[config.mk]
export PLATFORM = sky130hd
export DESIGN_NAME = glitch_cmd_processor
export DESIGN_NICKNAME = d
export VERILOG_FILES = /design/src/rtl/glitch_cmd_pkg.sv /design/src/rtl/glitch_cmd_processor_byte_fifo.sv /design/src/rtl/glitch_cmd_processor.sv
export SDC_FILE = /design/constraint.sdc
export NUM_CORES = 1
export LEC_CHECK = 0
export BUFFER_PORTS_ARGS = -buffer_cell sky130_fd_sc_hd__buf_4
export CORE_MARGIN = 1.5
export CORE_UTILIZATION = 46
export DETAILED_ROUTE_END_ITERATION = 12
export GPL_TIMING_DRIVEN = 0
export SLEW_MARGIN = 40
export SYNTH_ARGS = -nofsm -noshare
export SYNTH_HDL_FRONTEND = slang
export SYNTH_SLANG_ARGS = --single-unit
[constraint.sdc]
create_clock -name clk -period 6.86 [get_ports clk]
set_input_delay 0.343 -clock clk [delete_from_list [all_inputs] [get_ports clk]]
set_output_delay 0.343 -clock clk [all_outputs]
set_load 0.03 [all_outputs]
[src/rtl/glitch_cmd_pkg.sv]
// glitch_cmd_pkg: host opcodes and command FSM state encoding
package glitch_cmd_pkg;
  localparam logic [7:0] OP_PASS     = 8'h00;
  localparam logic [7:0] OP_RESET    = 8'h01;
  localparam logic [7:0] OP_SET_DUR  = 8'h02;
  localparam logic [7:0] OP_SET_OFF  = 8'h03;
  localparam logic [7:0] OP_ARM      = 8'h04;
  localparam logic [7:0] OP_READBACK = 8'h05;
  typedef enum logic [2:0] {IDLE, PASS_LEN, PIPE, SEL_CH, LOAD, ARM_MASK, RB_SEL, READBACK} cmd_state_t;
endpackage

[src/rtl/glitch_cmd_processor_byte_fifo.sv]
// byte_fifo: first-word fall-through byte FIFO; a push into a full FIFO survives only alongside a pop
module byte_fifo #(
  parameter int DEPTH = 16
) (
  input  logic       clk,
  input  logic       rst,
  input  logic       wen,
  input  logic [7:0] din,
  input  logic       ren,
  output logic [7:0] dout,
  output logic       empty,
  output logic       full
);
  localparam int AW = $clog2(DEPTH);
  logic [7:0] mem_q [DEPTH];
  logic [AW:0] wp_q, wp_d, rp_q, rp_d;
  logic do_w, do_r;
  assign empty = wp_q == rp_q;
  assign full = (wp_q[AW] != rp_q[AW]) && (wp_q[AW-1:0] == rp_q[AW-1:0]);
  assign dout = mem_q[rp_q[AW-1:0]];
  // pointer advance; the extra MSB distinguishes full from empty
  always_comb begin
    do_r = ren & !empty;
    do_w = wen & (!full | do_r);
    wp_d = wp_q + {{AW{1'b0}}, do_w};
    rp_d = rp_q + {{AW{1'b0}}, do_r};
  end
  // pointer registers, emptied on reset
  always_ff @(posedge clk or negedge rst) begin
    if (!rst) begin
      wp_q <= '0;
      rp_q <= '0;
    end else begin
      wp_q <= wp_d;
      rp_q <= rp_d;
    end
  end
  // storage needs no reset: nothing is readable until written
  always_ff @(posedge clk) begin
    if (do_w) mem_q[wp_q[AW-1:0]] <= din;
  end
endmodule

[src/rtl/glitch_cmd_processor.sv]
// glitch_cmd_processor: host byte-protocol decoder driving NUM_CH glitch channels
module glitch_cmd_processor
  import glitch_cmd_pkg::*;
#(
  parameter int NUM_CH         = 2,
  parameter int PARAM_BYTES    = 4,
  parameter int FIFO_DEPTH     = 16,
  parameter int RESET_CYCLES   = 1,
  parameter int TIMEOUT_CYCLES = 1200000
) (
  input  logic                            clk,
  input  logic                            rst,
  input  logic [7:0]                      rx_data,
  input  logic                            rx_valid,
  input  logic                            tx_release,
  input  logic                            tx_ready,
  output logic [7:0]                      tx_data,
  output logic                            tx_valid,
  output logic                            target_reset,
  output logic [NUM_CH*8*PARAM_BYTES-1:0] duration,
  output logic [NUM_CH*8*PARAM_BYTES-1:0] offset,
  output logic [NUM_CH-1:0]               start_offset_counter,
  output logic [NUM_CH-1:0]               armed,
  output logic                            cmd_error,
  output logic                            fifo_overflow
);
  localparam int PW = 8*PARAM_BYTES;
  localparam int CHW = NUM_CH > 1 ? $clog2(NUM_CH) : 1;
  localparam logic [7:0] NCH = 8'(NUM_CH);
  localparam logic [7:0] CH_MASK = 8'((1 << NUM_CH) - 1);
  localparam logic [7:0] LAST_LOAD = 8'(PARAM_BYTES - 1);
  localparam logic [7:0] LAST_RB = 8'(2*PARAM_BYTES - 1);
  localparam logic [31:0] TO_LAST = 32'(TIMEOUT_CYCLES - 1);
  localparam logic [31:0] RST_LEN = 32'(RESET_CYCLES);
  cmd_state_t state_q, state_d;
  logic [7:0] cnt_q, cnt_d, ch_q, ch_d, fifo_din, rb_byte;
  logic is_off_q, is_off_d, err_q, err_d, trst_q, trst_d, ovf_q, ovf_d;
  logic [PW-1:0] shadow_q, shadow_d, shadow_nx;
  logic [NUM_CH-1:0][PW-1:0] dur_q, dur_d, off_q, off_d;
  logic [NUM_CH-1:0] armed_q, armed_d, sor_q, sor_d;
  logic [31:0] rst_cnt_q, rst_cnt_d, to_cnt_q, to_cnt_d;
  logic [2*PW-1:0] rb_word;
  logic [CHW-1:0] ch_idx;
  logic timeout, ch_ok, rx_ch_ok, fifo_wen, fifo_full, fifo_empty, pop, waiting;
  assign ch_idx = ch_q[CHW-1:0];
  assign ch_ok = ch_q < NCH;
  assign rx_ch_ok = rx_data < NCH;
  assign shadow_nx = PW'({rx_data, shadow_q} >> 8);
  assign rb_word = {off_q[ch_idx], dur_q[ch_idx]};
  assign rb_byte = 8'(rb_word >> {cnt_q, 3'b000});
  assign waiting = state_q != IDLE && state_q != READBACK;
  assign timeout = TIMEOUT_CYCLES != 0 && waiting && !rx_valid && to_cnt_q == TO_LAST;
  assign to_cnt_d = (waiting && !rx_valid) ? to_cnt_q + 32'd1 : 32'd0;
  assign tx_valid = !fifo_empty & tx_release;
  assign pop = tx_valid & tx_ready;
  assign trst_d = rst_cnt_d != 32'd0;
  assign duration = dur_q;
  assign offset = off_q;
  assign armed = armed_q;
  assign start_offset_counter = sor_q;
  assign cmd_error = err_q;
  assign target_reset = trst_q;
  assign fifo_overflow = ovf_q;
  byte_fifo #(.DEPTH(FIFO_DEPTH)) u_fifo (
    .clk(clk), .rst(rst), .wen(fifo_wen), .din(fifo_din), .ren(pop),
    .dout(tx_data), .empty(fifo_empty), .full(fifo_full)
  );
  // state register; reset aborts any command in flight
  always_ff @(posedge clk or negedge rst) begin
    if (!rst) state_q <= IDLE;
    else state_q <= state_d;
  end
  // next state: each accepted byte advances the protocol, timeout forces IDLE
  always_comb begin
    state_d = state_q;
    unique case (state_q)
      IDLE: if (rx_valid) state_d = rx_data == OP_PASS ? PASS_LEN :
                                    (rx_data == OP_SET_DUR || rx_data == OP_SET_OFF) ? SEL_CH :
                                    rx_data == OP_ARM ? ARM_MASK :
                                    rx_data == OP_READBACK ? RB_SEL : IDLE;
      PASS_LEN: if (rx_valid) state_d = rx_data == 8'd0 ? IDLE : PIPE;
      PIPE:     if (rx_valid && cnt_q == 8'd1) state_d = IDLE;
      SEL_CH:   if (rx_valid) state_d = LOAD;
      LOAD:     if (rx_valid && cnt_q == LAST_LOAD) state_d = IDLE;
      ARM_MASK: if (rx_valid) state_d = IDLE;
      RB_SEL:   if (rx_valid) state_d = rx_ch_ok ? READBACK : IDLE;
      READBACK: if (cnt_q == LAST_RB) state_d = READBACK == state_q ? IDLE : state_q;
      default:  state_d = IDLE;
    endcase
    if (timeout) state_d = IDLE;
  end
  // datapath: shadow shifting, atomic commits, arming, FIFO pushes and error pulses
  always_comb begin
    cnt_d = cnt_q;
    ch_d = ch_q;
    is_off_d = is_off_q;
    shadow_d = shadow_q;
    dur_d = dur_q;
    off_d = off_q;
    armed_d = armed_q;
    sor_d = '0;
    err_d = 1'b0;
    rst_cnt_d = rst_cnt_q == 32'd0 ? 32'd0 : rst_cnt_q - 32'd1;
    ovf_d = ovf_q;
    fifo_wen = 1'b0;
    fifo_din = rx_data;
    unique case (state_q)
      IDLE: if (rx_valid) begin
        is_off_d = rx_data == OP_SET_OFF;
        err_d = rx_data > OP_READBACK;
        if (rx_data == OP_RESET) begin
          rst_cnt_d = RST_LEN;
          ovf_d = 1'b0;
        end
      end
      PASS_LEN: if (rx_valid) begin
        cnt_d = rx_data;
        sor_d = armed_q;
        armed_d = '0;
      end
      PIPE: if (rx_valid) begin
        fifo_wen = 1'b1;
        cnt_d = cnt_q - 8'd1;
      end
      SEL_CH: if (rx_valid) begin
        ch_d = rx_data;
        cnt_d = 8'd0;
        shadow_d = '0;
      end
      LOAD: if (rx_valid) begin
        shadow_d = shadow_nx;
        cnt_d = cnt_q + 8'd1;
        if (cnt_q == LAST_LOAD) begin
          err_d = !ch_ok;
          if (ch_ok && is_off_q) off_d[ch_idx] = shadow_nx;
          if (ch_ok && !is_off_q) dur_d[ch_idx] = shadow_nx;
        end
      end
      ARM_MASK: if (rx_valid) begin
        armed_d = rx_data[NUM_CH-1:0];
        err_d = |(rx_data & ~CH_MASK);
      end
      RB_SEL: if (rx_valid) begin
        ch_d = rx_data;
        cnt_d = 8'd0;
        err_d = !rx_ch_ok;
      end
      READBACK: begin
        fifo_wen = 1'b1;
        fifo_din = rb_byte;
        cnt_d = cnt_q + 8'd1;
        err_d = rx_valid;
      end
      default: ;
    endcase
    if (timeout) begin
      err_d = 1'b1;
      shadow_d = '0;
    end
    ovf_d = ovf_d | (fifo_wen & fifo_full & !pop);
  end
  // datapath and output registers
  always_ff @(posedge clk or negedge rst) begin
    if (!rst) begin
      cnt_q <= '0;
      ch_q <= '0;
      is_off_q <= 1'b0;
      shadow_q <= '0;
      dur_q <= '0;
      off_q <= '0;
      armed_q <= '0;
      sor_q <= '0;
      err_q <= 1'b0;
      rst_cnt_q <= '0;
      trst_q <= 1'b0;
      ovf_q <= 1'b0;
      to_cnt_q <= '0;
    end else begin
      cnt_q <= cnt_d;
      ch_q <= ch_d;
      is_off_q <= is_off_d;
      shadow_q <= shadow_d;
      dur_q <= dur_d;
      off_q <= off_d;
      armed_q <= armed_d;
      sor_q <= sor_d;
      err_q <= err_d;
      rst_cnt_q <= rst_cnt_d;
      trst_q <= trst_d;
      ovf_q <= ovf_d;
      to_cnt_q <= to_cnt_d;
    end
  end
endmodule
# Word-level counts from Yosys, hierarchy flattened
# Memory sizes are Yosys's and may differ from the RTL's.
# Index checks and enable logic that the tools add are counted.
# word_totals
regBits,261
mem_bits_rw,128
in_bits,13
output_inout_bits,144
elab_cells,169
memories,1
# classes
add_sub_neg,6
n_lt_le_gt_ge,5
n_eq_ne,36
shifts,1
n_mux,59
bitwise,8
reduce_logical,35
# memory_table
name,depth,width,rd,rd_clocked_by_memory_dff,wr,line_no,source
u_fifo.mem_q,16,8,1,0,1,glitch_cmd_processor_byte_fifo.sv:15,logic [7:0] mem_q [DEPTH];
# ops
operator,n
32-bit 2-to-1 mux,13
64-bit bitwise mux,2
32-bit case mux with 2 select lines,1
64-bit by 11-bit >> shifter with 8-bit output,1
3-bit 2-to-1 mux,15
8-bit 2-to-1 mux,5
8-bit case mux with 5 select lines,1
"3-bit != test, second input constant",11
"32-bit by 1-bit adder with 32-bit output, second input constant",1
32-bit demux with 1-bit select,1
"32-bit by 21-bit == test with 1-bit output, second input constant",1
32-bit logical NOT,1
32-bit nonzero test,1
"32-bit by 1-bit subtractor with 32-bit output, second input constant",1
"8-bit by 2-bit == test with 1-bit output, second input constant",3
"8-bit by 3-bit == test with 1-bit output, second input constant",3
3-bit case mux with 8 select lines,1
"8-bit by 1-bit == test with 1-bit output, second input constant",2
"8-bit by 2-bit < comparator with 1-bit output, second input constant",2
"3-bit == test, second input constant",4
1-bit 2-to-1 mux,12
5-bit by 1-bit adder with 5-bit output,2
2-bit 2-to-1 mux,5
1-bit logical AND,9
32 further kinds,52

# Depth between registers and ports, before layout
# Gate-level depths: netlist of run 1.
# depth
ltp_word,9
depth_mapped,11
depth_no_buf,9

# Cells and area by module
# Synthesis of run 1 repeated with hierarchy kept, for this count alone.
# hier_totals
cells_unflattened,1320
hier_area_um2,17714.5
# modules_own_cells
module,instances,cells_each,area_each_um2,seq_area_each_um2
glitch_cmd_processor,1,1038,12119.1,6080.8
byte_fifo,1,282,5595.4,4093.9

# Worst setup path after synthesis of run 1
# OpenSTA, ideal clock, no wires.
# synth_timing
path_type,register to register
from,register ch_q[0]
to,memory u_fifo.mem_q[0][0] (data pin)
setup_time_ps,386
arrival_ps,2315
required_time_ps,6474
slack_ps,4159
path_stages_with_launch,7
path_buffers,2
synth_period_minus_slack_ps,2701
cell_sequence,dfrtp_1 -> buf_2 -> buf_1 -> mux4_2 -> mux4_2 -> inv_1 -> o21ai_0
# synth_between
elab_chain_len,4
word_cells_on_any_way,6
cone_classes,shift: 1; mux: 5
# synth_lines
item,line_no,source
"start, declared",glitch_cmd_processor.sv:36,"logic [7:0] cnt_q, cnt_d, ch_q, ch_d, fifo_din, rb_byte;"
"start signal, assigned",glitch_cmd_processor.sv:180,ch_q <= ch_d;
32-bit 2-to-1 mux (implied by the code) (2 in series),glitch_cmd_processor.sv:49,"assign rb_word = {off_q[ch_idx], dur_q[ch_idx]};"
64-bit by 11-bit >> shifter with 8-bit output *,glitch_cmd_processor.sv:50,"assign rb_byte = 8'(rb_word >> {cnt_q, 3'b000});"
8-bit 2-to-1 mux *,glitch_cmd_processor.sv:107,unique case (state_q)
net fifo_din[0],glitch_cmd_processor.sv:36,
"end, declared",glitch_cmd_processor_byte_fifo.sv:15,
# The timed path passes the listed nets; every way through them passes the cells marked *. The select of a mux whose other input is x is not followed.

# Final worst setup path of run 1
# layout_timing
from,register u_fifo.rp_q[0]
to,output tx_data[0]
# layout_between
elab_chain_len,1
# layout_lines
item,line_no,source
"start, declared",glitch_cmd_processor_byte_fifo.sv:16,"logic [AW:0] wp_q, wp_d, rp_q, rp_d;"
"start signal, assigned",glitch_cmd_processor_byte_fifo.sv:35,rp_q <= rp_d;
memory 16 x 8 bit,--,
"end, declared",glitch_cmd_processor.sv:17,"output logic [7:0] tx_data,"
# Every way passes these cells.

==> results.toml, run 1 <==
[run_status]
status = "finished, final reports clean"

[finish]
final_cell_mix = "dfrtp_1 (253), buf_4 (155), edfxtp_1 (128)"
fin_nets = 1448
fillCellCount = 2997
final_layout_size_suffix_gt1_share_pct = 30.9
diodes = 0
synthToLayoutAreaGrowth_pct = 19.1
layout_commonest_cell = "dfrtp_1"

[global_route]
grt_pass1_vias = 11400
grt_max_degree = 73
grt-ovfl-total = 0
grtUsageTotal_pct = 23.3
grt_pass1_wl_um = 68000
antenna_found_initial = 0

[synthesis]
yosysWarnings = 0
synth_fp_nets = 1248
synth_cells = 1226
syn-cell-area_um2 = 17200
synth_area_leader_cell = "dfrtp_1"
synth_edf_count = 128
synth_seq_cells = 381
syn_area_per_cell_um2 = 14.0
synth_ff_type = "dfrtp_1"
synth_top_cell_area_share_pct = 36.9
synth_area_leaders = "dfrtp_1 (37%), edfxtp_1 (22%), mux4_2 (10%)"
ys_types = 65
seq_area_frac_synth_pct = 59.3
async_flop_share_pct = 66.4

[floorplanning]
fp.dieH_um = 196
die_w_um = 196
die_area_um2 = 38500
rows = 70
core_area_um2 = 36700
ios = 157
initial_core_util_pct = 46.8

[setup_path]
path_max_fanout = 10
worstReg2RegEnd = "shadow_q[24]"
critPathLaunch = "u_fifo.rp_q[0]"
crit_end = "tx_data[0]"
crit_path_top_delay_cell = "mux4_2"
cp-end-kind = "output port"
slowest_delay_ns = 0.60
crit_family = "multiplexers"
cp_cell_sequence = "clkbuf_1, buf_2, mux4_2, mux4_2, buf_4"
r2r_slack_ns = 3.69
start_kind = "flop"
r2r-start = "state_q[2]"
reg2regPathDepth = 7
worst-path-buf-inv = 3
cpMostUsedCell = "mux4_2"
worstSetupPathType = "flop to output port"
required_ns = 6.52
arrival_ns = 2.95
cp_num_cells = 5

[power_and_ir_drop]
cellPowerDensity_nw_per_um2 = 291
p_leak_uw = 0.00851
ir_drop_mv = 0.183

[clock_tree]
cts_made_buffers = 41
cts_setup_buffers = 0
htreeDepth = 2
cts_max_path_buffers = 3
cts_tree = "done"
clkTransAtPathRegs_ns = 0.06
cts_root_buf = "clkbuf_16"
clk_latency_ns = 0.55
cts.sinks = 381

[timing]
min_period_ns = 3.29
fin_crit_sh_pct = 48.0
maxSlewHeadroom_pct = 44.9
clock.fmax_mhz = 304
finalHoldViolations = 0
setup_violations = 0
fin_worst_skew_ns = 0.0234
worst_pin_slew_ns = 0.826
setup_ws_ns = 3.57
setup_tns_ns = 0
final_max_slew_viol_count = 0
rsz0062_at_grt = "no"

[placed_design]
place_congestion = 0.858
io_buffer_count = 150
dp_slack_ns = 3.46
hpwl_um = 30000

[min_path]
hp-class = "primary input to flop"

[route]
wire_per_inst_um = 22.6
ant_nets = 0
drt_iter0_markers = 825
viasPerCell = 5.70
drt-total-wl_um = 43600
drc = 0
first_pass_iters = 5
dr_total_vias = 11000

[job]
cap_violations = 0
what timing repair did:
action | 4_1_cts | 5_1_grt
gates resized for setup | 0 | 0
endpoints found under the setup margin | 0 | 0
hold endpoints to repair | 64 | 0
hold buffers | 1 | 0
power by group:
| group | switching [µW] | leakage [µW] | internal, µW |
|---|---|---|---|
| combinational | 669 | 0.00332 | 527 |
| sequential | 105 | 0.00451 | 2440 |
| clock | 912 | 0.000679 | 1300 |
| total | 1690 | 0.00851 | 4270 |
cell families after synthesis:
family                   share of synthesized area, %
AO/OA/AOI/OAI                                    4.32
XOR/XNOR                                         3.88
adder cells (fa/ha/maj)                         0.656
buffers and inverters                            2.33
flip-flops                                       59.3
multiplexers                                     19.7
AND/OR/NAND/NOR                                  9.80
worst min path at each step:
stage,startpoint,to,cells after the start,slack [ns]
final,tx_ready,u_fifo.rp_q[0],3,0.15
after global routing,tx_ready,u_fifo.rp_q[0],3,0.15
after CTS,tx_ready,u_fifo.rp_q[0],3,0.13
after detailed placement,rst,to_cnt_q[9],2,0.37
after global placement,u_fifo.rp_q[4],u_fifo.rp_q[4],1,0.48
after floorplan,rst,armed[0],0,0.05
tightest hold or removal path: cells and delay by family:
| kind | cells | cell delay [ns] |
|---|---|---|
| and+or+nand+nor | 1 | 0.12 |
| buffers and inverters | 1 | 0.08 |
| adders and majority gates | 1 | 0.11 |
layer usage:
metal,routed length (µm),track usage [%],vias up
met5,0,0,-
met4,1040,6.92,0
met3,2800,5.81,76
met2,20500,37.5,314
met1,19200,31.4,5602
li1,-,-,4972
synthesized netlist by cell type, drive strengths merged, types with 2 or more instances:
cell type / count
nor3b: 6
o221ai: 3
or3: 10
nor4b: 3
a32oi: 3
o21a: 3
o22ai: 4
a22o: 24
a22oi: 5
nand2b: 5
xnor2: 43
nor2: 115
inv: 20
o31ai: 5
nand3b: 3
and2: 4
and3b: 2
xor2: 33
nand4: 11
or2: 2
nor3: 29
o21ai: 32
buf: 30
nand3: 40
a31oi: 3
dfrtp: 253
mux2: 137
mux4: 80
a221oi: 4
a21oi: 18
and3: 8
nor2b: 4
edfxtp: 128
nor4: 19
clkbuf: 44
or4: 6
nand2: 63
mux2i: 4
ha: 9
stage by stage:
step                power, µW  instances  cell area [µm²]  hold WS [ns]  utilization [%]
CTS                      6010       1925            20400         0.129             55.7
floorplan                3410       1226            17200        0.0474                -
global placement         3770       1844            18900         0.480             51.4
detailed placement       3800       1850            19100         0.367             51.9
finish                   5960       1925            20400         0.150             55.7
global route             6200       1925            20400         0.150             55.7
flip-flops by register name, summed over array words and instances (netlist names), 8 cells and up:
register / cells
ch_q: 8
cnt_q: 8
duration: 64
offset: 64
rst_cnt_q: 32
shadow_q: 24
to_cnt_q: 32
u_fifo.mem_q: 128
area by class of cell:
cell class,count,area [µm²],area share [%]
repair buffers,157,1260,6.18
clock buffers,53,1150,5.64
flip-flops and latches,381,10200,49.8
inverters,21,78.8,0.386
well taps,468,586,2.86
multi-input cells,750,6660,32.6
clock inverters,21,201,0.985
plain buffers,74,333,1.63
Note: power is estimated with default switching activity, not from simulation.
==> run 2: changes to the inputs <==
--- a/config.mk
+++ b/config.mk
@@ -10,6 +10,7 @@
 export CORE_UTILIZATION = 46
 export DETAILED_ROUTE_END_ITERATION = 12
 export GPL_TIMING_DRIVEN = 0
+export PLACE_DENSITY = 0.67
 export SLEW_MARGIN = 40
 export SYNTH_ARGS = -nofsm -noshare
 export SYNTH_HDL_FRONTEND = slang
==> constraint.sdc (replaced) <==
create_clock -name clk -period 2.9 [get_ports clk]
set_input_delay 0.145 -clock clk [delete_from_list [all_inputs] [get_ports clk]]
set_output_delay 0.145 -clock clk [all_outputs]
set_load 0.03 [all_outputs]
==> results.toml, run 2 (synthesized netlist as in run 1, its figures left out) <==
[run_status]
status = "finished, final reports clean"

[setup_path]
cp_cell_sequence = "clkbuf_1, xnor2_1, nand4_1, nor2_1, or4_1, nor3_2"
worst-path-buf-inv = 1
required_ns = 3.06
arrival_ns = 2.99
path_max_fanout = 10
worstSetupPathType = "flop to flop"
cp-end-kind = "flop"
crit_family = "simple AND/OR/NAND/NOR gates"
start_kind = "flop"
crit_path_top_delay_cell = "nor3_2"
slowest_delay_ns = 0.66

[floorplanning]
die_w_um = 196
initial_core_util_pct = 46.8
die_area_um2 = 38500
ios = 157
core_area_um2 = 36700
rows = 70
fp.dieH_um = 196

[placed_design]
place_congestion = 0.845
placed_area_um2 = 19100
hpwl_um = 30100
io_buffer_count = 150

[job]
cap_violations = 0

[timing]
setup_violations = 0
fin_crit_sh_pct = 97.5
maxSlewHeadroom_pct = 45.2
setup_tns_ns = 0
final_max_slew_viol_count = 0
finalHoldViolations = 0
worst_pin_slew_ns = 0.818
fin_worst_skew_ns = 0.00986
clock.fmax_mhz = 354
min_period_ns = 2.83
rsz0062_at_grt = "yes"

[route]
drt_iter0_markers = 857
ant_nets = 0
first_pass_iters = 6
viasPerCell = 5.80
drc = 0
drt-total-wl_um = 43800
wire_per_inst_um = 22.6
dr_total_vias = 11200

[clock_tree]
cts_max_path_buffers = 3
clk_latency_ns = 0.54
cts_tree = "done"
clkTransAtPathRegs_ns = 0.05
cts_made_buffers = 42
cts.sinks = 381
cts_root_buf = "clkbuf_16"
htreeDepth = 2

[global_route]
grt_pass1_wl_um = 68300
grt_pass1_vias = 11400
grtUsageTotal_pct = 23.4
grt-ovfl-total = 0
antenna_found_initial = 1
grt_max_degree = 76

[power_and_ir_drop]
cellPowerDensity_nw_per_um2 = 698
ir_drop_mv = 0.425
p_leak_uw = 0.00863

[finish]
layout_commonest_cell = "dfrtp_1"
final_layout_size_suffix_gt1_share_pct = 32.4
fillCellCount = 2879
design_area_um2 = 20700
final_cell_mix = "dfrtp_1 (252), buf_4 (171), edfxtp_1 (128)"
fin_nets = 1454
synthToLayoutAreaGrowth_pct = 20.6
post-route-util_pct = 56.4
largest_reg_flops = 128

[min_path]
hp-class = "primary input to asynchronous set/reset pin"
-- run 2: worst paths after layout --
path / start / end / slack (ns) / cells past startpoint
setup / recovery: u_fifo.wp_q[3] / u_fifo.mem_q[0][6] / 0.07 / 6
hold / removal: rst / offset[18] / 0.08 / 2
setup reg to reg: u_fifo.wp_q[3] / u_fifo.mem_q[0][6] / 0.07 / 6
hold reg to reg: u_fifo.rp_q[4] / u_fifo.rp_q[4] / 0.50 / 1
max in group asynchronous: rst / u_fifo.rp_q[0] / 1.74 / 4
min in group clk: rx_valid / start_offset_counter[1] / 0.12 / 3
-- run 2: stage by stage --
stage / setup WS, ns / hold WS (ns) / total power (µW) / std cells
after floorplan: 0.199 / -0.151 / 8060 / 1226
after global placement: -1.54 / 0.480 / 8950 / 1844
after detailed placement: -0.338 / 0.0436 / 9040 / 1852
after CTS: 0.00784 / 0.0700 / 14500 / 1931
after global routing: -0.130 / 0.0855 / 15000 / 1934
final: 0.0717 / 0.0781 / 14500 / 1934
-- run 2: routing by layer --
| metal | up-vias | track usage [%] | share of wire, % |
|---|---|---|---|
| li1 | 4985 | - | - |
| met1 | 5777 | 31.7 | 44 |
| met2 | 382 | 37.3 | 47 |
| met3 | 79 | 5.69 | 6.5 |
| met4 | 0 | 7.35 | 2.4 |
| met5 | - | 0 | 0 |
-- run 2: power by group --
part           switching [µW]  total, µW  internal (µW)
Sequential                270       6050           5780
Combinational            1630       2930           1300
Clock                    2100       5470           3370
-- run 2: timing repair --
action                     in CTS  in global routing
setup buffers                   0                  3
hold buffers                    3                  0
gates cloned                    0                  0
setup endpoints to repair     193                364
gates resized for setup        19                 28
hold endpoints to repair      182                  0
pin swaps                       0                  1
-- run 2: area by class of cell --
class / count / area, µm² / area share (%)
timing repair buffer: 164 / 1310 / 6.31
tap: 468 / 586 / 2.83
inverter: 21 / 82.6 / 0.399
buffer: 72 / 372 / 1.80
clock inverter: 10 / 156 / 0.756
clock buffer: 67 / 1280 / 6.17
multi-input combinational: 750 / 6730 / 32.5
sequential: 381 / 10200 / 49.2
antenna: 1 / 2.50 / 0.0121
